--- config.mk ---
export PLATFORM = sky130hd
export DESIGN_NAME = pwm_multi_channel
export DESIGN_NICKNAME = d
export VERILOG_FILES = /design/src/rtl/pwm_pkg.sv /design/src/rtl/pwm_timebase.sv /design/src/rtl/pwm_multi_channel.sv
export SDC_FILE = /design/constraint.sdc
export NUM_CORES = 1
export LEC_CHECK = 0
export ABC_AREA = 0
export BUFFER_PORTS_ARGS = -buffer_cell sky130_fd_sc_hd__buf_2
export CAP_MARGIN = 0
export CORE_ASPECT_RATIO = 1.25
export CORE_MARGIN = 5
export CORE_UTILIZATION = 35
export DETAILED_ROUTE_END_ITERATION = 7
export SYNTH_ARGS = -nofsm -noshare
export SYNTH_HDL_FRONTEND = slang
export SYNTH_SLANG_ARGS = --single-unit
export TNS_END_PERCENT = 1
--- constraint.sdc ---
create_clock -name clk -period 4.25 [get_ports clk]
set_input_delay 1.0625 -clock clk [delete_from_list [all_inputs] [get_ports clk]]
set_output_delay 1.0625 -clock clk [all_outputs]
set_load 0.01 [all_outputs]
--- src/rtl/pwm_pkg.sv ---
// Shared types and helpers for the multi-channel PWM block.
package pwm_pkg;

  localparam int unsigned CBITS_DEFAULT = 17;

  typedef enum logic {
    PWM_EDGE   = 1'b0,
    PWM_CENTER = 1'b1
  } pwm_mode_e;

  // Unsigned compare; callers zero-extend their CBITS-wide operands to 32 bits.
  function automatic logic pwm_cmp(input logic [31:0] cnt, input logic [31:0] duty);
    return cnt < duty;
  endfunction

endpackage

--- src/rtl/pwm_timebase.sv ---
// Shared PWM timebase: edge or up/down counter with period and mode captured at boundaries.
module pwm_timebase
  import pwm_pkg::*;
#(
  parameter int unsigned CBITS = CBITS_DEFAULT
) (
  input  logic             clk,
  input  logic             rst_n,
  input  logic             en,
  input  logic             center_mode,
  input  logic [CBITS-1:0] period,
  output logic [CBITS-1:0] cnt,
  output logic             boundary,
  output logic             load
);

  logic [CBITS-1:0] cnt_q, cnt_d;
  logic [CBITS-1:0] period_act_q;
  logic             dir_down_q, dir_down_d;
  pwm_mode_e        mode_q;

  always_comb begin
    cnt_d      = cnt_q;
    dir_down_d = dir_down_q;
    if (mode_q == PWM_EDGE) begin
      cnt_d = (cnt_q >= period_act_q) ? '0 : cnt_q + CBITS'(1);
    end else if (!dir_down_q) begin
      if (cnt_q >= period_act_q) begin
        dir_down_d = 1'b1;
        cnt_d      = (period_act_q == '0) ? '0 : cnt_q - CBITS'(1);
      end else begin
        cnt_d = cnt_q + CBITS'(1);
      end
    end else begin
      cnt_d = cnt_q - CBITS'(1);
    end
    // A boundary is any cycle whose successor count is 0; a new period always starts counting up.
    boundary = en && (cnt_d == '0);
    load     = boundary || !en;
    if (load) begin
      cnt_d      = '0;
      dir_down_d = 1'b0;
    end
  end

  always_ff @(posedge clk or negedge rst_n) begin
    if (!rst_n) begin
      cnt_q        <= '0;
      dir_down_q   <= 1'b0;
      period_act_q <= '1;
      mode_q       <= PWM_EDGE;
    end else begin
      cnt_q      <= cnt_d;
      dir_down_q <= dir_down_d;
      if (load) begin
        period_act_q <= period;
        mode_q       <= pwm_mode_e'(center_mode);
      end
    end
  end

  assign cnt = cnt_q;

endmodule

--- src/rtl/pwm_multi_channel.sv ---
// NCH-channel PWM generator with shadowed duty registers and a shared timebase.
module pwm_multi_channel
  import pwm_pkg::*;
#(
  parameter int unsigned NCH   = 4,
  parameter int unsigned CBITS = CBITS_DEFAULT,
  localparam int unsigned CHW  = (NCH > 1) ? $clog2(NCH) : 1
) (
  input  logic             clk,
  input  logic             rst_n,
  input  logic             en,
  input  logic             center_mode,
  input  logic [CBITS-1:0] period,
  input  logic [NCH-1:0]   pol,
  input  logic             wr_en,
  input  logic [CHW-1:0]   wr_ch,
  input  logic [CBITS-1:0] wr_duty,
  output logic [NCH-1:0]   pwm_out,
  output logic             period_start,
  output logic [CBITS-1:0] cnt
);

  logic [CBITS-1:0] cnt_q;
  logic             boundary, load;
  logic [CBITS-1:0] duty_sh_q  [NCH];
  logic [CBITS-1:0] duty_act_q [NCH];
  logic [CBITS-1:0] duty_sh_d  [NCH];
  logic [NCH-1:0]   out_d;
  logic [NCH-1:0]   pwm_out_q;
  logic             period_start_q;

  pwm_timebase #(
    .CBITS(CBITS)
  ) u_timebase (
    .clk        (clk),
    .rst_n      (rst_n),
    .en         (en),
    .center_mode(center_mode),
    .period     (period),
    .cnt        (cnt_q),
    .boundary   (boundary),
    .load       (load)
  );

  // Out-of-range channel indices never match, so those writes are dropped.
  always_comb begin
    for (int unsigned i = 0; i < NCH; i++) begin
      duty_sh_d[i] = (wr_en && (wr_ch == CHW'(i))) ? wr_duty : duty_sh_q[i];
    end
  end

  for (genvar g = 0; g < NCH; g++) begin : gen_cmp
    assign out_d[g] = en ? (pwm_cmp(32'(cnt_q), 32'(duty_act_q[g])) ^ pol[g]) : pol[g];
  end

  // The shadow next-value feeds duty_act so a write in the boundary cycle lands immediately.
  always_ff @(posedge clk or negedge rst_n) begin
    if (!rst_n) begin
      for (int unsigned i = 0; i < NCH; i++) begin
        duty_sh_q[i]  <= '0;
        duty_act_q[i] <= '0;
      end
      pwm_out_q      <= '0;
      period_start_q <= 1'b0;
    end else begin
      for (int unsigned i = 0; i < NCH; i++) begin
        duty_sh_q[i] <= duty_sh_d[i];
        if (load) begin
          duty_act_q[i] <= duty_sh_d[i];
        end
      end
      pwm_out_q      <= out_d;
      period_start_q <= boundary;
    end
  end

  assign pwm_out      = pwm_out_q;
  assign period_start = period_start_q;
  assign cnt          = cnt_q;

endmodule

# ---- Word-level counts from Yosys, hierarchy flattened
# Cells that the tools add are included.
# W data, S select, Z words.
dict set report word_totals {
  ff_bits 177
  latch_bits 0
  ram_bits 0
  mem_bits_ro 0
  in_bits 45
  word_cells 57
  mem_count 0
}
dict set report op_classes {
  n_addsub 2
  mul 0
  n_div 0
  magnitude_cmp 5
  eq_ne 3
  n_shift 0
  mux 18
  n_bitwise 4
  n_reduce_logical 11
}
# operator n
set ops {}
lappend ops {{$mux W17} 10}
lappend ops {{$lt A17 B17 Y1} 4}
lappend ops {{$logic_not A17 Y1} 2}
lappend ops {{$add A17 B1 Y17 const B} 1}
lappend ops {{$ge A17 B17 Y1} 1}
lappend ops {{$sub A17 B1 Y17 const B} 1}
lappend ops {{$mux W1} 8}
lappend ops {{$logic_and A1 B1 Y1} 5}
lappend ops {{$eq A2 B2 Y1 const B} 2}
lappend ops {{$xor A1 B1 Y1} 4}
lappend ops {{$eq A2 B1 Y1 const B} 1}
lappend ops {{$logic_not A2 Y1} 1}
lappend ops {{$reduce_bool A2 Y1} 1}
lappend ops {{$logic_not A1 Y1} 1}
lappend ops {{$logic_or A1 B1 Y1} 1}

# ---- Longest topological paths before layout
# Gate-level depths: netlist (run 1).
dict set report logic_depth {
  word_depth 9
  ltp_mapped 16
}

# ---- Cells and area by module
# A second synthesis (run 1) with hierarchy kept.
dict set report hier_totals {
  hier_cells 915
  hier_area_um2 9630.5
}
# module n_inst cells_each area_per_inst_um2
set modules_own_cells {}
lappend modules_own_cells {pwm_multi_channel 1 593 6702.7}
lappend modules_own_cells {pwm_timebase 1 322 2927.8}

# ---- Worst setup path before layout (run 1)
# Ideal clock, no wire load.
dict set report synth_timing {
  kind {register to register}
  startpoint {reg u_timebase.cnt_q[9], in the netlist u_timebase.cnt[9]}
  endpoint {reg duty_act_q[0] (netlist name)}
  setup_ns 0.125
  arrival_ns 3.297
  required_time_ns 4.125
  path_slack_ns 0.828
  path_stages_with_launch 14
  n_path_buf 4
  synth_period_minus_slack_ns 3.422
  path_cell_list {dfrtp_1 buf_6 or4_4 or3_1 nor4_2 xor2_1 o41ai_1 o211ai_1 nor4_1 nand2b_1 buf_2 buf_6 buf_8 mux2_4}
}
dict set report synth_between {
  elab_chain_len 8
  word_cells_on_any_way 11
  cone_classes {add/sub (2); order compare (1); mux (5); reduce/logical (3)}
}
# item line
set synth_rtl {}
lappend synth_rtl {{start, declared} pwm_timebase.sv:17} ;# logic [CBITS-1:0] cnt_q, cnt_d;
lappend synth_rtl {{start signal, assigned} pwm_timebase.sv:53} ;# cnt_q <= cnt_d;
lappend synth_rtl {{$sub A17 B1 Y17} {pwm_timebase.sv:30, pwm_timebase.sv:35}}
lappend synth_rtl {{$mux W17} pwm_timebase.sv:30} ;# cnt_d = (period_act_q == '0) ? '0 : cnt_q - CBITS'(1);
lappend synth_rtl {{$mux W17} pwm_timebase.sv:28} ;# if (cnt_q >= period_act_q) begin
lappend synth_rtl {{$mux W17} pwm_timebase.sv:27} ;# end else if (!dir_down_q) begin
lappend synth_rtl {{$mux W17 (*)} pwm_timebase.sv:25} ;# if (mode_q == PWM_EDGE) begin
lappend synth_rtl {{$logic_not A17 Y1 (*)} pwm_timebase.sv:38} ;# boundary = en && (cnt_d == '0);
lappend synth_rtl {{$logic_and A1 B1 Y1 (*)} pwm_timebase.sv:38}
lappend synth_rtl {{$logic_or A1 B1 Y1 (*)} pwm_timebase.sv:39} ;# load = boundary || !en;
lappend synth_rtl {{end signal, assigned by index} pwm_multi_channel.sv:69} ;# duty_act_q[i] <= duty_sh_d[i];
lappend synth_rtl {{end, declared} pwm_multi_channel.sv:26} ;# logic [CBITS-1:0] duty_act_q [NCH];
# Every way passes the cells marked *; elsewhere a longest branch is shown, timed or not.
# A chain may end at the register's enable or synchronous reset.

# ---- Worst setup path in the final report (run 1)
dict set report layout_timing {
  startpoint {reg u_timebase.period_act_q[16]}
  endpoint {reg duty_act_q[44] (netlist name)}
}
dict set report layout_between {
  elab_chain_len 8
  word_cells_on_any_way 10
  cone_classes {order compare (1); mux (5); reduce/logical (4)}
}
# item line
set layout_rtl {}
lappend layout_rtl {{start, declared} pwm_timebase.sv:18} ;# logic [CBITS-1:0] period_act_q;
lappend layout_rtl {{start signal, assigned} pwm_timebase.sv:56} ;# period_act_q <= period;
lappend layout_rtl {{parallel branches: the longest is 4 deep, another holds $ge A17 B17 Y1} n/a}
lappend layout_rtl {{$mux W17 (*)} pwm_timebase.sv:25}
lappend layout_rtl {{$logic_not A17 Y1 (*)} pwm_timebase.sv:38}
lappend layout_rtl {{$logic_and A1 B1 Y1 (*)} pwm_timebase.sv:38}
lappend layout_rtl {{$logic_or A1 B1 Y1 (*)} pwm_timebase.sv:39}
# Mark *: on every way between the ends.

==> impl_metrics.json, run 1 <==
{
  "status": "completed",
  "ys_seq_area_share_pct": 45.5,
  "clk_root_buffer_cell": "clkbuf_16",
  "port_buffers": 66,
  "synth_top_area_share_pct": 41.0,
  "worstSetupPathType": "reg -> reg",
  "register_area_mm2": 0.00445,
  "critPathCaptureType": "flip-flop",
  "clock_power_share_pct": 30.7,
  "post-route-min-period_ns": 3.84,
  "min_path_type": "reg -> reg",
  "yosys.area.top_type": "dfrtp_1",
  "via_per_inst": 5.20,
  "synthTopCellsByArea": "dfrtp_1 41%, mux2_2 13%, ha_1 11%",
  "coreArea_mm2": 0.0276,
  "place.gp.congestion": 0.934,
  "grt_pass1_vias": 7031,
  "worstSkewPairLatency_ns": 0.44,
  "power.leakage_nw": 5.62,
  "cts-buffers-inserted": 17,
  "grt_usage_pct": 15.3,
  "fin_hold_ws_ns": 0.495,
  "worstMarginPinSlew_ns": 0.834,
  "hold_violations": 0,
  "crit_fanout": 25,
  "synth_area_per_cell_um2": 11.9,
  "final_cell_mix": "160 x dfrtp_1, 115 x mux2_2, 88 x inv_1, 83 x ha_1, 65 x buf_2",
  "layout_commonest_cell": "dfrtp_1",
  "slew_headroom_pct": 42.9,
  "max_freq_mhz": 260,
  "vias": 6610,
  "postCtsSetupBuffers": 0,
  "holdBufCountCts": 0,
  "insertedDiodeCount": 0,
  "ant_nets": 0,
  "fin_crit_sh_pct": 90.3,
  "place_area_mm2": 0.0107,
  "mappedNetlistNets": 951,
  "cts_tree": "built",
  "antenna_found_initial": 1,
  "std_cell_rows": 68,
  "clk_pin_slew_ns": 0.08,
  "synth-seq-cells": 177,
  "finalInstanceArea_mm2": 0.0113,
  "rsz0062_at_grt": "false",
  "combPwrFrac_pct": 25.0,
  "ys_async_sr_fraction_pct": 100,
  "ir_drop_v": 0.000238,
  "die_h_um": 197,
  "fin_ws_ns": 0.411,
  "finalSetupTns_ns": 0,
  "synthesis.area_mm2": 0.00977,
  "drt_wl_total_um": 23300,
  "drive_gt1_share_pct": 34.4,
  "power.density_mw_per_mm2": 450,
  "die-area_mm2": 0.0314,
  "fin_util_pct": 40.8,
  "synth_cell_type_count": 57,
  "finalSetupViolations": 0,
  "place_ws_ns": 0.484,
  "worstPathRequired_ns": 4.58,
  "pin_count": 67,
  "firstDrtPassIters": 5,
  "intPower_mw": 3.53,
  "pwr-share-seq_pct": 44.3,
  "area_growth_pct": 15.2,
  "grt_pass1_wl_um": 38400,
  "grt_max_degree": 73,
  "synth_ff_type": "dfrtp_1",
  "cts_buffer_depth": 2,
  "cap_violations": 0,
  "gr-total-overflow": 0,
  "routedWlPerCell_um": 18.3,
  "syn_inst": 823,
  "clock_skew_ns": 0.0130,
  "start_util_pct": 35.5,
  "switching_share_pct": 30.4,
  "clock-sinks": 177,
  "startpoint_type": "flip-flop",
  "drc_errors": 0,
  "slew_violations": 0,
  "dpl.hpwl_um": 16900,
  "arrival_ns": 4.16,
  "ctsResizeCount": 0,
  "fp.dieW_um": 159,
  "synth_edf_count": 0,
  "fillers": 2675,
  "drt_iter0_drc": 416,
  "synth_warnings": 0,
  "nets": 1037,
  "htree_num_levels": 4,
  "multi_input_area_mm2": 0.00481,
  "power.switching_mw": 1.54
}
-- power by group through the flow --
stage | Clock [mW] | Sequential, mW | Combinational, mW
after floorplan | 0 | 2.23 | 0.954
after global placement | 0 | 2.27 | 1.24
after detailed placement | 0 | 2.28 | 1.28
after CTS | 1.61 | 2.25 | 1.29
after global routing | 1.66 | 2.29 | 1.43
final | 1.56 | 2.25 | 1.27
-- through the flow --
stage	power (mW)	instances
after floorplan	3.18	823
after global placement	3.51	1240
after CTS	5.14	1272
final	5.07	1272
after global routing	5.38	1272
after detailed placement	3.56	1240
-- critical path, cell delays in order (launching register included) --
cell and delay, ns:
dfstp_2 0.56, inv_1 0.05, ha_1 0.31, a21oi_1 0.23
o211ai_1 0.17, a31oi_1 0.27, a21o_1 0.48, o221a_2 0.28
o22ai_1 0.09, nor4_1 0.32, nand2b_4 0.34, buf_12 0.24
mux2_2 0.35
-- cells by family (layout without fill, tap and decap cells) --
| group | count (synthesis) | in the layout | share of synthesized area (%) |
|---|---|---|---|
| simple gates | 146 | 146 | 7.99 |
| fa+ha+maj | 83 | 83 | 10.6 |
| xor+xnor | 13 | 13 | 1.17 |
| compound gates | 127 | 127 | 9.36 |
| flops | 177 | 177 | 45.5 |
| mux | 159 | 159 | 20.0 |
| buf+inv | 118 | 217 | 5.34 |
-- Yosys cell counts (3+ instances only) --
| cell | number |
|---|---|
| dfrtp_1 | 160 |
| mux2_2 | 115 |
| inv_1 | 88 |
| ha_1 | 83 |
| mux2_4 | 41 |
| nor2_1 | 32 |
| a21o_1 | 30 |
| nand2_1 | 24 |
| a21oi_1 | 20 |
| dfstp_2 | 17 |
| nand3_1 | 17 |
| nor3_1 | 16 |
| clkbuf_1 | 14 |
| o21ai_0 | 14 |
| a211oi_1 | 10 |
| buf_2 | 9 |
| nor4_1 | 9 |
| or3_1 | 9 |
| a221oi_1 | 8 |
| and4_1 | 8 |
| xnor2_1 | 7 |
| and3_1 | 6 |
| nand2b_1 | 6 |
| o221a_2 | 6 |
| xor2_1 | 6 |
| a31oi_1 | 5 |
| o211ai_1 | 5 |
| buf_8 | 4 |
| nor2b_1 | 4 |
| o31ai_1 | 4 |
| a2111oi_0 | 3 |
| buf_6 | 3 |
| nor3b_1 | 3 |
| o21a_1 | 3 |
-- state kept, by name, indices dropped and copies added (netlist names) --
signal / flops
duty_act_q: 68
duty_sh_q: 68
u_timebase.cnt: 17
u_timebase.period_act_q: 17
pwm_out: 4
period_start: 1
u_timebase.dir_down_q: 1
u_timebase.mode_q: 1
-- layout make-up --
type	count	share of cell area (%)
clock buffer	17	3.78
clock inverter	15	1.50
inverter	88	2.93
multi-input combinational	528	42.8
sequential	177	39.5
tap	350	3.89
timing repair buffer	97	5.61
-- worst paths after layout --
path,from,slack [ns],cells past startpoint,to
max,u_timebase.period_act_q[16],0.41,12,duty_act_q[44]
min in group asynchronous,rst_n,0.62,1,duty_sh_q[10]
max in group asynchronous,rst_n,2.64,2,u_timebase.cnt[6]
min,duty_sh_q[51],0.50,1,duty_sh_q[51]
min reg2reg,duty_sh_q[51],0.50,1,duty_sh_q[51]
max reg2reg,u_timebase.period_act_q[16],0.41,12,duty_act_q[44]
-- routing by layer --
metal,global-route usage (%),vias to the layer above,wire [um],share of wire (%)
met4,6.04,2,712,3.1
met3,3.03,43,807,3.5
li1,-,3128,-,-
met1,19.6,3306,10500,45
met2,25.5,131,11300,49
met5,0,-,11,0.047
No activity file was read; power rests on OpenSTA's default activity.
==> inputs of run 2 (changes only) <==
--- a/config.mk
+++ b/config.mk
@@ -6,12 +6,15 @@
 export NUM_CORES = 1
 export LEC_CHECK = 0
 export ABC_AREA = 0
-export BUFFER_PORTS_ARGS = -buffer_cell sky130_fd_sc_hd__buf_2
+export BUFFER_PORTS_ARGS = -buffer_cell sky130_fd_sc_hd__buf_4
 export CAP_MARGIN = 0
+export CELL_PAD_IN_SITES_DETAIL_PLACEMENT = 1
+export CELL_PAD_IN_SITES_GLOBAL_PLACEMENT = 1
 export CORE_ASPECT_RATIO = 1.25
 export CORE_MARGIN = 5
 export CORE_UTILIZATION = 35
 export DETAILED_ROUTE_END_ITERATION = 7
+export PLACE_DENSITY_LB_ADDON = 0.1
 export SYNTH_ARGS = -nofsm -noshare
 export SYNTH_HDL_FRONTEND = slang
 export SYNTH_SLANG_ARGS = --single-unit
==> impl_metrics.json, run 2 (synthesis results as in run 1) <==
{
  "status": "completed",
  "clock_skew_ns": 0.0113,
  "highest_layer": "met4",
  "startpoint_type": "flip-flop",
  "pin_count": 67,
  "power.leakage_nw": 5.66,
  "drive_gt1_share_pct": 34.1,
  "clk_root_buffer_cell": "clkbuf_16",
  "crit_path_cell_trace": "inv_1 -> ha_1 -> nand4_1 -> a211oi_1 -> and4_1 -> or3_1 -> o221a_2 -> o22ai_1 -> nor4_2 -> nand2b_4 -> buf_12 -> mux2_2",
  "finalInstanceArea_mm2": 0.0114,
  "antenna_found_initial": 0,
  "arrival_ns": 4.21,
  "worstMarginPinSlew_ns": 0.899,
  "postCtsSetupBuffers": 0,
  "worstSkewPairLatency_ns": 0.43,
  "rsz0062_at_grt": "false",
  "grt_pass1_wl_um": 44400,
  "drc_errors": 0,
  "hold_violations": 0,
  "finalSetupViolations": 0,
  "cap_violations": 0,
  "vias": 6766,
  "die_h_um": 197,
  "dr_wl_met2_um": 13200,
  "final_cell_mix": "160 x dfrtp_1, 115 x mux2_2, 89 x buf_4, 88 x inv_1, 83 x ha_1",
  "place_area_mm2": 0.0108,
  "area_growth_pct": 17.0,
  "holdBufCountCts": 0,
  "start_util_pct": 35.5,
  "reg_top3": "duty_act_q x68, duty_sh_q x68",
  "critPathMaxStageDelay_ns": 0.54,
  "post-route-min-period_ns": 3.89,
  "cts-buffers-inserted": 17,
  "clk_pin_slew_ns": 0.07,
  "worstSetupPathType": "reg -> reg",
  "slew_headroom_pct": 40.1,
  "crit_fanout": 30,
  "dpl.hpwl_um": 19700,
  "drt_wl_total_um": 27100,
  "layout_commonest_cell": "dfrtp_1",
  "power.switching_mw": 1.53,
  "ctsResizeCount": 0,
  "grt_usage_pct": 17.9,
  "place.gp.congestion": 0.824,
  "die-area_mm2": 0.0314,
  "clock-sinks": 177,
  "insertedDiodeCount": 0,
  "cts_tree": "built",
  "pwr-share-seq_pct": 43.1,
  "clock_power_share_pct": 31.7,
  "crit_slowest_cell": "dfstp_2",
  "finalSetupTns_ns": 0,
  "slew_violations": 0,
  "cts_buffer_depth": 2,
  "drt_iter0_drc": 311,
  "firstDrtPassIters": 6,
  "max_freq_mhz": 257,
  "ir_drop_v": 0.000204,
  "intPower_mw": 3.72,
  "via_per_inst": 5.33,
  "combPwrFrac_pct": 25.2,
  "std_cell_rows": 68,
  "grt_pass1_vias": 7704,
  "coreArea_mm2": 0.0276,
  "wl_met1_um": 12500,
  "switching_share_pct": 29.2,
  "port_buffers": 66,
  "gr-total-overflow": 0,
  "wl_met3_um": 889,
  "grt_max_degree": 87,
  "fin_crit_sh_pct": 91.6,
  "critPathCaptureType": "flip-flop",
  "power.density_mw_per_mm2": 459,
  "worstPathRequired_ns": 4.56,
  "htree_num_levels": 4,
  "routedWlPerCell_um": 21.3,
  "nets": 1035,
  "ant_nets": 0,
  "min_path_type": "reg -> reg",
  "fp.dieW_um": 159
}
[run 2: changes by cell type in the layout (fill, tap and decap cells not counted), sizes merged]
cell	previous run	this run
buf	97	95
bufinv	0	3
clkbuf	17	20
clkinv	8	1
clkinvlp	2	3
[run 2: cell type report]
class	instances	area, um2
Clock buffer	20	447
Multi-Input combinational cell	528	4820
Timing Repair Buffer	95	779
Tap cell	350	438
Sequential cell	177	4450
Clock inverter	12	173
Fill cell	2989	16100
Inverter	88	330
[run 2: stage by stage]
stage / power [mW] / util (%) / hold WS [ns] / instances / worst slack (ns)
finish: 5.25 / 41.5 / 0.494 / 1270 / 0.356
global route: 5.60 / 41.5 / 0.507 / 1270 / 0.0806
CTS: 5.35 / 41.5 / 0.496 / 1270 / 0.246
detailed placement: 3.64 / 39.2 / 0.482 / 1238 / 0.273
global placement: 3.56 / 39.2 / 0.475 / 1238 / 0.421
floorplan: 3.18 / - / 0.467 / 823 / 0.828
[run 2: worst max-delay path, delay by kind of cell (launching register included)]
kind,cells,cell delay (ns)
AOI/OAI and AO/OA,3,0.73
DFF,1,0.54
and+or+nand+nor,5,1.51
buffers and inverters,2,0.30
muxes,1,0.36
adders and majority gates,1,0.31
[run 2: per-layer routing]
layer | track usage (%) | vias to the layer above
met5 | 0 | -
met4 | 4.93 | 0
met3 | 3.16 | 36
met2 | 30.4 | 147
met1 | 23.7 | 3465
li1 | - | 3118
[run 2: final timing paths]
path / from / endpoint / slack, ns / cells past startpoint
worst max-delay path: u_timebase.period_act_q[8] / duty_act_q[61] / 0.36 / 12
worst min-delay path: duty_sh_q[53] / duty_sh_q[53] / 0.49 / 1
min in group asynchronous: rst_n / duty_sh_q[6] / 0.72 / 1
max in group asynchronous: rst_n / u_timebase.period_act_q[15] / 2.59 / 2
worst min register to register: duty_sh_q[53] / duty_sh_q[53] / 0.49 / 1
worst max register to register: u_timebase.period_act_q[8] / duty_act_q[61] / 0.36 / 12
[run 2: power by group through the flow]
| stage | Clock, mW | Combinational, mW | Sequential, mW |
|---|---|---|---|
| 5_1_grt | 1.79 | 1.50 | 2.30 |
| 6_report | 1.67 | 1.32 | 2.26 |
| 4_1_cts | 1.73 | 1.36 | 2.27 |
| 2_1_floorplan | 0 | 0.954 | 2.23 |
| 3_3_place_gp | 0 | 1.29 | 2.27 |
| 3_5_place_dp | 0 | 1.35 | 2.29 |
